[config.mk]
export PLATFORM = sky130hd
export DESIGN_NAME = ctrl_mc_flat
export DESIGN_NICKNAME = d
export VERILOG_FILES = /design/src/rtl/ctrl_mc_if.sv /design/src/rtl/ctrl_mc.sv /design/src/flat_wrapper.sv
export SDC_FILE = /design/constraint.sdc
export NUM_CORES = 1
export LEC_CHECK = 0
export ABC_AREA = 1
export CAP_MARGIN = 25
export CORE_MARGIN = 10
export CORE_UTILIZATION = 40
export DETAILED_ROUTE_END_ITERATION = 10
export PLACE_DENSITY_LB_ADDON = 0.12
export REMOVE_ABC_BUFFERS = 1
export SLEW_MARGIN = 5
export SYNTH_ARGS = -nofsm -noshare
export SYNTH_HDL_FRONTEND = slang
export SYNTH_SLANG_ARGS = --single-unit
export TNS_END_PERCENT = 30
[constraint.sdc]
create_clock -name clk -period 2 [get_ports clk]
set_clock_uncertainty 0.15 [all_clocks]
set_input_delay 0.3 -clock clk [delete_from_list [all_inputs] [get_ports clk]]
set_output_delay 0.3 -clock clk [all_outputs]
set_load 0.02 [all_outputs]
[src/rtl/ctrl_mc_if.sv]
// Control bundle between the SISC multi-cycle controller and its datapath.
// The controller uses the master view. The datapath or testbench uses the slave view.
interface ctrl_mc_if #(
    parameter int CNTW = 16
);
    // Instruction fields and status coming from the datapath
    logic [3:0]      opcode;
    logic [3:0]      mm;
    logic [3:0]      stat;
    logic            mem_ack;

    // Datapath controls driven by the controller
    logic            pc_rst;
    logic            pc_write;
    logic            pc_sel;
    logic            br_sel;
    logic            ir_load;
    logic            rf_we;
    logic            wb_sel;
    logic            wa_sel;
    logic [1:0]      alu_op;
    logic            mem_req;
    logic            dm_we;
    logic            halted;
    logic            fault;
    logic [CNTW-1:0] instr_count;

    modport master (
        input  opcode, mm, stat, mem_ack,
        output pc_rst, pc_write, pc_sel, br_sel, ir_load, rf_we, wb_sel, wa_sel,
               alu_op, mem_req, dm_we, halted, fault, instr_count
    );

    modport slave (
        output opcode, mm, stat, mem_ack,
        input  pc_rst, pc_write, pc_sel, br_sel, ir_load, rf_we, wb_sel, wa_sel,
               alu_op, mem_req, dm_we, halted, fault, instr_count
    );
endinterface

[src/rtl/ctrl_mc.sv]
// Multi-cycle control FSM for the SISC datapath.
// It sequences fetch, decode, execute, memory and writeback.
// It waits on a memory handshake with a timeout, resolves conditional branches from the status flags, and performs a two-cycle SWP writeback.
// HLT and faults park the machine in HALT until reset.
module ctrl_mc #(
    parameter int         TIMEOUT = 8,
    parameter int         CNTW    = 16,
    parameter logic [3:0] AM_IMM  = 4'd8
) (
    input  logic      clk,
    input  logic      rst,
    ctrl_mc_if.master bus
);

    typedef enum logic [2:0] {
        S_RESET, S_FETCH, S_DECODE, S_EXECUTE, S_MEM, S_WRITEBACK, S_WB_SWP, S_HALT
    } state_t;

    localparam logic [3:0] OP_NOOP = 4'd0;
    localparam logic [3:0] OP_LOD  = 4'd1;
    localparam logic [3:0] OP_STR  = 4'd2;
    localparam logic [3:0] OP_SWP  = 4'd3;
    localparam logic [3:0] OP_BRA  = 4'd4;
    localparam logic [3:0] OP_BRR  = 4'd5;
    localparam logic [3:0] OP_BNE  = 4'd6;
    localparam logic [3:0] OP_BNR  = 4'd7;
    localparam logic [3:0] OP_ALU  = 4'd8;
    localparam logic [3:0] OP_HLT  = 4'd15;

    // The wait counter only has to reach TIMEOUT-1.
    localparam int            WW         = (TIMEOUT > 2) ? $clog2(TIMEOUT) : 1;
    localparam logic [WW-1:0] WAIT_LIMIT = WW'((TIMEOUT > 0) ? TIMEOUT - 1 : 0);

    state_t          state;
    state_t          next_state;
    logic [WW-1:0]   wait_cnt;
    logic [CNTW-1:0] count;
    logic            fault_q;

    logic            is_mem;
    logic            is_illegal;
    logic            is_imm;
    logic            taken;
    logic            timeout_hit;
    logic            retire;

    assign is_mem      = (bus.opcode == OP_LOD) || (bus.opcode == OP_STR);
    assign is_illegal  = (bus.opcode > OP_ALU) && (bus.opcode < OP_HLT);
    assign is_imm      = (bus.mm == AM_IMM);
    assign timeout_hit = (TIMEOUT > 0) && (wait_cnt == WAIT_LIMIT) && !bus.mem_ack;
    assign retire      = (next_state == S_FETCH) &&
                         ((state == S_WRITEBACK) || (state == S_WB_SWP));

    // Resolve the branch condition from the flags present during EXECUTE
    always_comb begin
        taken = 1'b0;
        case (bus.opcode)
            OP_BRA, OP_BRR: taken = (bus.mm == 4'd0) || ((bus.mm & bus.stat) != 4'd0);
            OP_BNE, OP_BNR: taken = ((bus.mm & bus.stat) == 4'd0);
            default:        taken = 1'b0;
        endcase
    end

    // State register; reset can arrive in any state, including mid-MEM
    // NOTE: sequential state uses non-blocking (<=) so every register samples pre-edge values.
    always_ff @(posedge clk or posedge rst) begin
        if (rst) state <= S_RESET;
        else     state <= next_state;
    end

    // Next-state logic
    // NOTE: assign a default first in every combinational block so no path infers a latch.
    always_comb begin
        next_state = state;
        case (state)
            S_RESET:     next_state = S_FETCH;
            S_FETCH:     next_state = S_DECODE;
            S_DECODE:    next_state = (bus.opcode == OP_HLT || is_illegal) ? S_HALT : S_EXECUTE;
            S_EXECUTE:   next_state = S_MEM;
            S_MEM: begin
                if (!is_mem || bus.mem_ack) next_state = S_WRITEBACK;
                else if (timeout_hit)       next_state = S_HALT;
                else                        next_state = S_MEM;
            end
            S_WRITEBACK: next_state = (bus.opcode == OP_SWP) ? S_WB_SWP : S_FETCH;
            S_WB_SWP:    next_state = S_FETCH;
            S_HALT:      next_state = S_HALT;
            default:     next_state = S_RESET;
        endcase
    end

    // Datapath controls, decoded from the present state and the instruction fields
    always_comb begin
        bus.pc_rst   = 1'b0;
        bus.pc_write = 1'b0;
        bus.pc_sel   = 1'b0;
        bus.br_sel   = 1'b0;
        bus.ir_load  = 1'b0;
        bus.rf_we    = 1'b0;
        bus.wb_sel   = 1'b0;
        bus.wa_sel   = 1'b0;
        bus.alu_op   = 2'b00;
        bus.mem_req  = 1'b0;
        bus.dm_we    = 1'b0;
        bus.halted   = 1'b0;
        case (state)
            S_RESET: bus.pc_rst = 1'b1;
            S_FETCH: begin
                bus.ir_load  = 1'b1;
                bus.pc_write = 1'b1;
            end
            S_EXECUTE: begin
                if (bus.opcode == OP_ALU) bus.alu_op = {1'b0, is_imm};
                if (is_mem)               bus.alu_op = {1'b1, is_imm};
                if (taken) begin
                    bus.pc_write = 1'b1;
                    bus.pc_sel   = 1'b1;
                    bus.br_sel   = (bus.opcode == OP_BRR) || (bus.opcode == OP_BNR);
                end
            end
            S_MEM: begin
                if (is_mem) begin
                    bus.mem_req = 1'b1;
                    bus.alu_op  = {1'b1, is_imm};
                    bus.dm_we   = (bus.opcode == OP_STR);
                end
            end
            S_WRITEBACK: begin
                bus.rf_we  = (bus.opcode == OP_ALU) || (bus.opcode == OP_LOD) ||
                             (bus.opcode == OP_SWP);
                bus.wb_sel = (bus.opcode == OP_LOD);
            end
            S_WB_SWP: begin
                bus.rf_we  = 1'b1;
                bus.wa_sel = 1'b1;
            end
            S_HALT:  bus.halted = 1'b1;
            default: bus.pc_rst = 1'b0;
        endcase
    end

    // Memory wait counter: held at zero outside MEM, counts cycles without an ack inside it
    always_ff @(posedge clk or posedge rst) begin
        if (rst)                  wait_cnt <= '0;
        else if (state != S_MEM)  wait_cnt <= '0;
        else if (!bus.mem_ack)    wait_cnt <= wait_cnt + WW'(1);
    end

    // Sticky fault: set by an illegal opcode or a memory timeout, cleared only by reset
    always_ff @(posedge clk or posedge rst) begin
        if (rst)
            fault_q <= 1'b0;
        else if ((state == S_DECODE && is_illegal) ||
                 (state == S_MEM && is_mem && timeout_hit))
            fault_q <= 1'b1;
    end

    // Retired-instruction counter; it saturates instead of wrapping
    always_ff @(posedge clk or posedge rst) begin
        if (rst)                         count <= '0;
        else if (retire && (count != '1)) count <= count + CNTW'(1);
    end

    assign bus.fault       = fault_q;
    assign bus.instr_count = count;

endmodule

[src/flat_wrapper.sv]
// flat-port wrapper written by rule: the top's interface ports become plain ports
module ctrl_mc_flat 
#(
    parameter int         TIMEOUT = 8,
    parameter int         CNTW    = 16,
    parameter logic [3:0] AM_IMM  = 4'd8
)
  (clk, rst, bus_opcode, bus_mm, bus_stat, bus_mem_ack, bus_pc_rst, bus_pc_write, bus_pc_sel, bus_br_sel, bus_ir_load, bus_rf_we, bus_wb_sel, bus_wa_sel, bus_alu_op, bus_mem_req, bus_dm_we, bus_halted, bus_fault, bus_instr_count);
  ctrl_mc_if #(.CNTW(CNTW)) bus_i ();
  input  logic clk;
  input  logic rst;
  input wire logic [$bits(bus_i.opcode)-1:0] bus_opcode;
  input wire logic [$bits(bus_i.mm)-1:0] bus_mm;
  input wire logic [$bits(bus_i.stat)-1:0] bus_stat;
  input wire logic [$bits(bus_i.mem_ack)-1:0] bus_mem_ack;
  output wire logic [$bits(bus_i.pc_rst)-1:0] bus_pc_rst;
  output wire logic [$bits(bus_i.pc_write)-1:0] bus_pc_write;
  output wire logic [$bits(bus_i.pc_sel)-1:0] bus_pc_sel;
  output wire logic [$bits(bus_i.br_sel)-1:0] bus_br_sel;
  output wire logic [$bits(bus_i.ir_load)-1:0] bus_ir_load;
  output wire logic [$bits(bus_i.rf_we)-1:0] bus_rf_we;
  output wire logic [$bits(bus_i.wb_sel)-1:0] bus_wb_sel;
  output wire logic [$bits(bus_i.wa_sel)-1:0] bus_wa_sel;
  output wire logic [$bits(bus_i.alu_op)-1:0] bus_alu_op;
  output wire logic [$bits(bus_i.mem_req)-1:0] bus_mem_req;
  output wire logic [$bits(bus_i.dm_we)-1:0] bus_dm_we;
  output wire logic [$bits(bus_i.halted)-1:0] bus_halted;
  output wire logic [$bits(bus_i.fault)-1:0] bus_fault;
  output wire logic [$bits(bus_i.instr_count)-1:0] bus_instr_count;
  assign bus_i.opcode = bus_opcode;
  assign bus_i.mm = bus_mm;
  assign bus_i.stat = bus_stat;
  assign bus_i.mem_ack = bus_mem_ack;
  assign bus_pc_rst = bus_i.pc_rst;
  assign bus_pc_write = bus_i.pc_write;
  assign bus_pc_sel = bus_i.pc_sel;
  assign bus_br_sel = bus_i.br_sel;
  assign bus_ir_load = bus_i.ir_load;
  assign bus_rf_we = bus_i.rf_we;
  assign bus_wb_sel = bus_i.wb_sel;
  assign bus_wa_sel = bus_i.wa_sel;
  assign bus_alu_op = bus_i.alu_op;
  assign bus_mem_req = bus_i.mem_req;
  assign bus_dm_we = bus_i.dm_we;
  assign bus_halted = bus_i.halted;
  assign bus_fault = bus_i.fault;
  assign bus_instr_count = bus_i.instr_count;
  ctrl_mc #(.TIMEOUT(TIMEOUT), .CNTW(CNTW), .AM_IMM(AM_IMM)) u_core (.clk(clk), .rst(rst), .bus(bus_i));
endmodule
Yosys cells after proc, flatten, opt, wreduce, memory -nomap -nowiden
Cells that the tools add are included.
Storage, ports and cells
  flip-flop bits (word level): 23
  input bits: 15
  output and inout port bits: 30
  logic and storage cells: 83
Operators by class
  add/subtract/negate cells: 2
  $lt $le $gt $ge: 2
  eq/ne operators: 22
  muxes and demuxes: 27
  bitwise operators: 1
  reductions and logical operators: 25
Operators with widths (count)
  $pmux W3 S7: 1
  $add A16 B1 Y16 const B: 1
  $eq A4 B3 Y1 const B: 4
  $ne A16 B16 Y1 const B: 1
  $eq A3 B3 Y1 const B: 5
  $mux W3: 5
  $mux W1: 14
  $eq A4 B4 Y1 const B: 3
  $logic_or A1 B1 Y1: 9
  $eq A4 B2 Y1 const B: 2
  $logic_not A4 Y1: 2
  $logic_and A1 B1 Y1: 7
  $eq A3 B1 Y1 const B: 2
  $eq A3 B2 Y1 const B: 2
  $mux W2: 3
  $pmux W1 S2: 3
  $reduce_or A2 Y1: 3
  $and A4 B4 Y4: 1
  $eq A4 B1 Y1 const B: 1
  $gt A4 B4 Y1 const B: 1
  $lt A4 B4 Y1 const B: 1
  $pmux W2 S2: 1
  $reduce_bool A4 Y1: 1
  $add A3 B1 Y3 const B: 1
  other kinds (4): 5

Longest topological paths before layout
  depth after elaboration: 9
  gate-level depth with buffers: 10
  gate-level depth less buffers: 9

Worst setup path after synthesis
No wires, ideal clock.
  path kind: reg2out
  from: register u_core.state[0]
  to: output port bus_alu_op[0]
  arrival time: 1.429 ns
  data required time: 1.550 ns
  path slack: 0.121 ns
  cell stages (with the launch flop): 10
  path buffers: 0
  cells stage by stage: dfrtp_1 > inv_2 > nand2_1 > nor2_2 > inv_1 > nand2_1 > nand2_1 > inv_1 > nor2_1 > nor2_1
Between the ends
  longest elaborated chain between the ends: 2
  elaborated cells between the ends (all ways): 3
  classes of those cells: 2 x eq/ne; 1 x mux
Ends and longest elaborated chain
  start, declared: line ctrl_mc.sv:34  | state_t state;
  start signal, assigned: line ctrl_mc.sv:68  | else state <= next_state;
  $eq A3 B3 Y1 / $eq A3 B2 Y1 (equally long branches): line ctrl_mc.sv:106  | case (state)
  $pmux W2 S2 (*): line ctrl_mc.sv:106
  end, declared: line flat_wrapper.sv:24  | output wire logic [$bits(bus_i.alu_op)-1:0] bus_alu_op;
Every way passes the cells marked *; elsewhere a longest branch is shown, timed or not.

Final worst setup path
  from: input port bus_opcode[3]
  to: output port bus_alu_op[0]
Between the ends
  longest elaborated chain between the ends: 4
  elaborated cells between the ends (all ways): 8
  classes of those cells: 3 x eq/ne; 4 x mux; 1 x reduce/logical
Ends and longest elaborated chain
  start, declared: line flat_wrapper.sv:12  | input wire logic [$bits(bus_i.opcode)-1:0] bus_opcode;
  $eq A4 B4 Y1 (tied with other cells): line ctrl_mc.sv:113  | if (bus.opcode == OP_ALU) bus.alu_op = {1'b0, is_imm};
  $mux W1 / $logic_or A1 B1 Y1 (equally long branches): line ctrl_mc.sv:113, ctrl_mc.sv:47
  $mux W2, on equally long branches: line ctrl_mc.sv:114, ctrl_mc.sv:122
  $pmux W2 S2 (*): line ctrl_mc.sv:106
Marked as above.

==> metrics.md <==
| Metric | Value |
|---|---|
| Setup TNS | 0 ps |
| CP Launch Type | input port |
| Top cells by count, synth | nand2_1, nor2_1, inv_1 |
| Final Non-Filler Cells | 365 |
| Syn avg cell area | 7.02 µm² |
| Total Power | 2.16 mW |
| Most frequent cell after synthesis | nand2_1 |
| Largest net degree at the start of global routing | 24 |
| Synthesized area | 0.00172 mm² |
| CTS clk-pin slew, worst paths | 80 ps |
| Antenna Diode Count | 0 |
| Routed len/inst | 12.7 µm |
| Ys async rst share | 1.00 |
| Post-synth top flop | dfrtp_1 |
| CTS Buf Count | 3 |
| Worst slack, placed | -476 ps |
| Final WS setup | 53.9 ps |
| Clk_lat worst skew | 270 ps |
| CP arrival | 1500 ps |
| Initial drt markers | 65 |
| Number of global-route vias before repair | 1680 |
| Multi-input gate area | 0.00105 mm² |
| Syn-to-layout area delta | 41.7% |
| Core area | 0.00409 mm² |
| Layout cell share with drive strength beyond 1 | 0.235 |
| Remaining DRCs | 0 |
| Slew HR | 0.694 |
| Dpl hpwl | 3.70 mm |
| H-tree depth | 1 |
| RSZ-0062 raised after global routing | yes |
| Antenna viol nets, final | 0 |
| Total gr overflow | 0 |
| Clock Path Buffers | 2 |
| Die area | 0.00732 mm² |
| Die Width | 85.6 µm |
| Port Buf Inserts | 44 |
| Max VDD drop | 0.518 mV |
| Final hold violation count | 0 |
| Cells after synthesis | 245 |
| Top cells by area, synth | dfrtp_1, nand2_1, nand3_1, nand3_2, nor2_1 |
| Initial Util | 0.421 |
| Fmax | 0.514 GHz |
| Post-route minimum period | 1950 ps |
| Fill count | 406 |
| CTS sink cnt | 23 |
| GRT Util Overall | 0.129 |
| Final setup viols | 0 |
| Yosys reg bits | 23 |
| Vias | 1755 |
| Routability cong. | 0.852 |
| Crit Path Class | in2out |
| Synth warn | 0 |
| Die Height | 85.6 µm |
| CP max FO | 3 |
| Max-slew violation count | 0 |
| Post-synth EDFFs | 0 |
| Crit. End Element | output pin |
| Placed Cells | 357 |
| Global-route wire length before repair | 8.05 mm |
| Area share of the largest cell type after synthesis | 0.335 |
| Ports | 45 |
| Max-cap violations | 0 |
| Total routed wirelength | 4.64 mm |
| Detailed-router iteration count before antenna repair | 4 |
| TritonCTS clock tree | built |
| Worst Tran Pin Value | 455 ps |
| Worst hold path type | in2async |
| Hold buffer count at cts | 0 |
| Synth area leader | dfrtp_1 |
| Critical Path RT | 1550 ps |
| FF/Latch Area | 576 µm² |
| Distinct cell type count of the synthesized netlist | 26 |
| Leak | 1.22 nW |
| Root Buffer | clkbuf_8 |
| Seq/Total Area, Yosys | 0.335 |
| PwrDens | 885 mW/mm² |
| Antenna violations before repair | 0 |
| Status | finished clean |
| Nets@finish | 334 |
| Via-to-Cell Ratio | 4.81 |
| # rows | 23 |
| Fin crit share | 0.973 |
## logic make-up after synthesis
family,after synthesis,synth area share
buffers and inverters,31,0.0837
AOI/OAI and AO/OA,8,0.0233
and+or+nand+nor,169,0.480
DFF,23,0.335
xor gates and xnor gates,11,0.0560
adders and majority gates,3,0.0218
## metrics by stage
step | util | area (µm²) | hold WS (ps)
2_1_floorplan | - | 1680 | 152
3_3_place_gp | 0.576 | 2350 | 307
3_5_place_dp | 0.576 | 2350 | 314
4_1_cts | 0.583 | 2380 | 238
5_1_grt | 0.596 | 2440 | 264
6_report | 0.596 | 2440 | 229
## registers in the layout, indices dropped and copies added (netlist names)
| signal | flops |
|---|---|
| u_core.bus.fault | 1 |
| u_core.state | 3 |
| u_core.wait_cnt | 3 |
| u_core.bus.instr_count | 16 |
## cells in the final DEF (no fill, tap or decap), types with 2 or more instances in the layout
cell type / netlist / routed
and2_1: 2 / 2
xor2_1: 6 / 6
nand3_2: 11 / 13
nor3_1: 6 / 4
nand2_2: 2 / 7
buf_2: 0 / 5
nand3_1: 23 / 21
nor3_2: 1 / 3
xnor2_1: 5 / 5
a21oi_1: 3 / 2
nand2_1: 81 / 76
inv_1: 24 / 24
clkbuf_8: 0 / 3
ha_1: 3 / 2
nor2_1: 29 / 28
inv_2: 4 / 4
dfrtp_1: 23 / 23
o21ai_0: 5 / 5
nor2_4: 1 / 2
nand3b_1: 4 / 4
nor2_2: 3 / 3
buf_4: 1 / 28
clkdlybuf4s50_1: 0 / 29
dlygate4sd2_1: 0 / 5
nand4_1: 3 / 3
## cell type report
cell class                 instances  share of cell area
multi-input combinational        191               0.429
timing repair buffer              69               0.247
sequential                        23               0.236
inverter                          28              0.0431
tap                               50              0.0257
clock buffer                       4              0.0185
## where the power goes
group / total (mW) / switching (mW) / internal, mW
combinational: 1.22 / 0.694 / 0.531
clock: 0.292 / 0.149 / 0.142
sequential: 0.638 / 0.0909 / 0.547
total: 2.16 / 0.934 / 1.22
## worst max-delay path: stages
cell,delay (ps)
clkdlybuf4s50_1,430
nor2_2,180
nand2_1,110
nand2_2,90
nand2_1,50
inv_1,60
nor2_1,40
nor2_1,90
buf_4,150
## layer usage
layer | global-route usage | wire length [µm]
met1 | 0.163 | 2150
met4 | 0.0225 | 27
met2 | 0.214 | 2240
met3 | 0.0378 | 226
met5 | 0 | 0
## worst paths after layout
kind / cells after the start / slack (ps) / start / to
min in group clk: 4 / 320 / bus_opcode[0] / u_core.bus.fault
min reg2reg: 1 / 320 / u_core.bus.fault / u_core.bus.fault
min: 3 / 230 / rst / u_core.bus.instr_count[1]
max reg2reg: 10 / 180 / u_core.state[0] / u_core.bus.instr_count[15]
max: 9 / 50 / bus_opcode[3] / bus_alu_op[0]
max in group asynchronous: 3 / 1230 / rst / u_core.bus.instr_count[14]
## repair_timing
item,in CTS,in global routing
setup buffers,1,3
pin swaps,2,3
setup endpoints to repair,13,11
resized for setup,41,16
No activity file was read; power rests on OpenSTA's default activity.
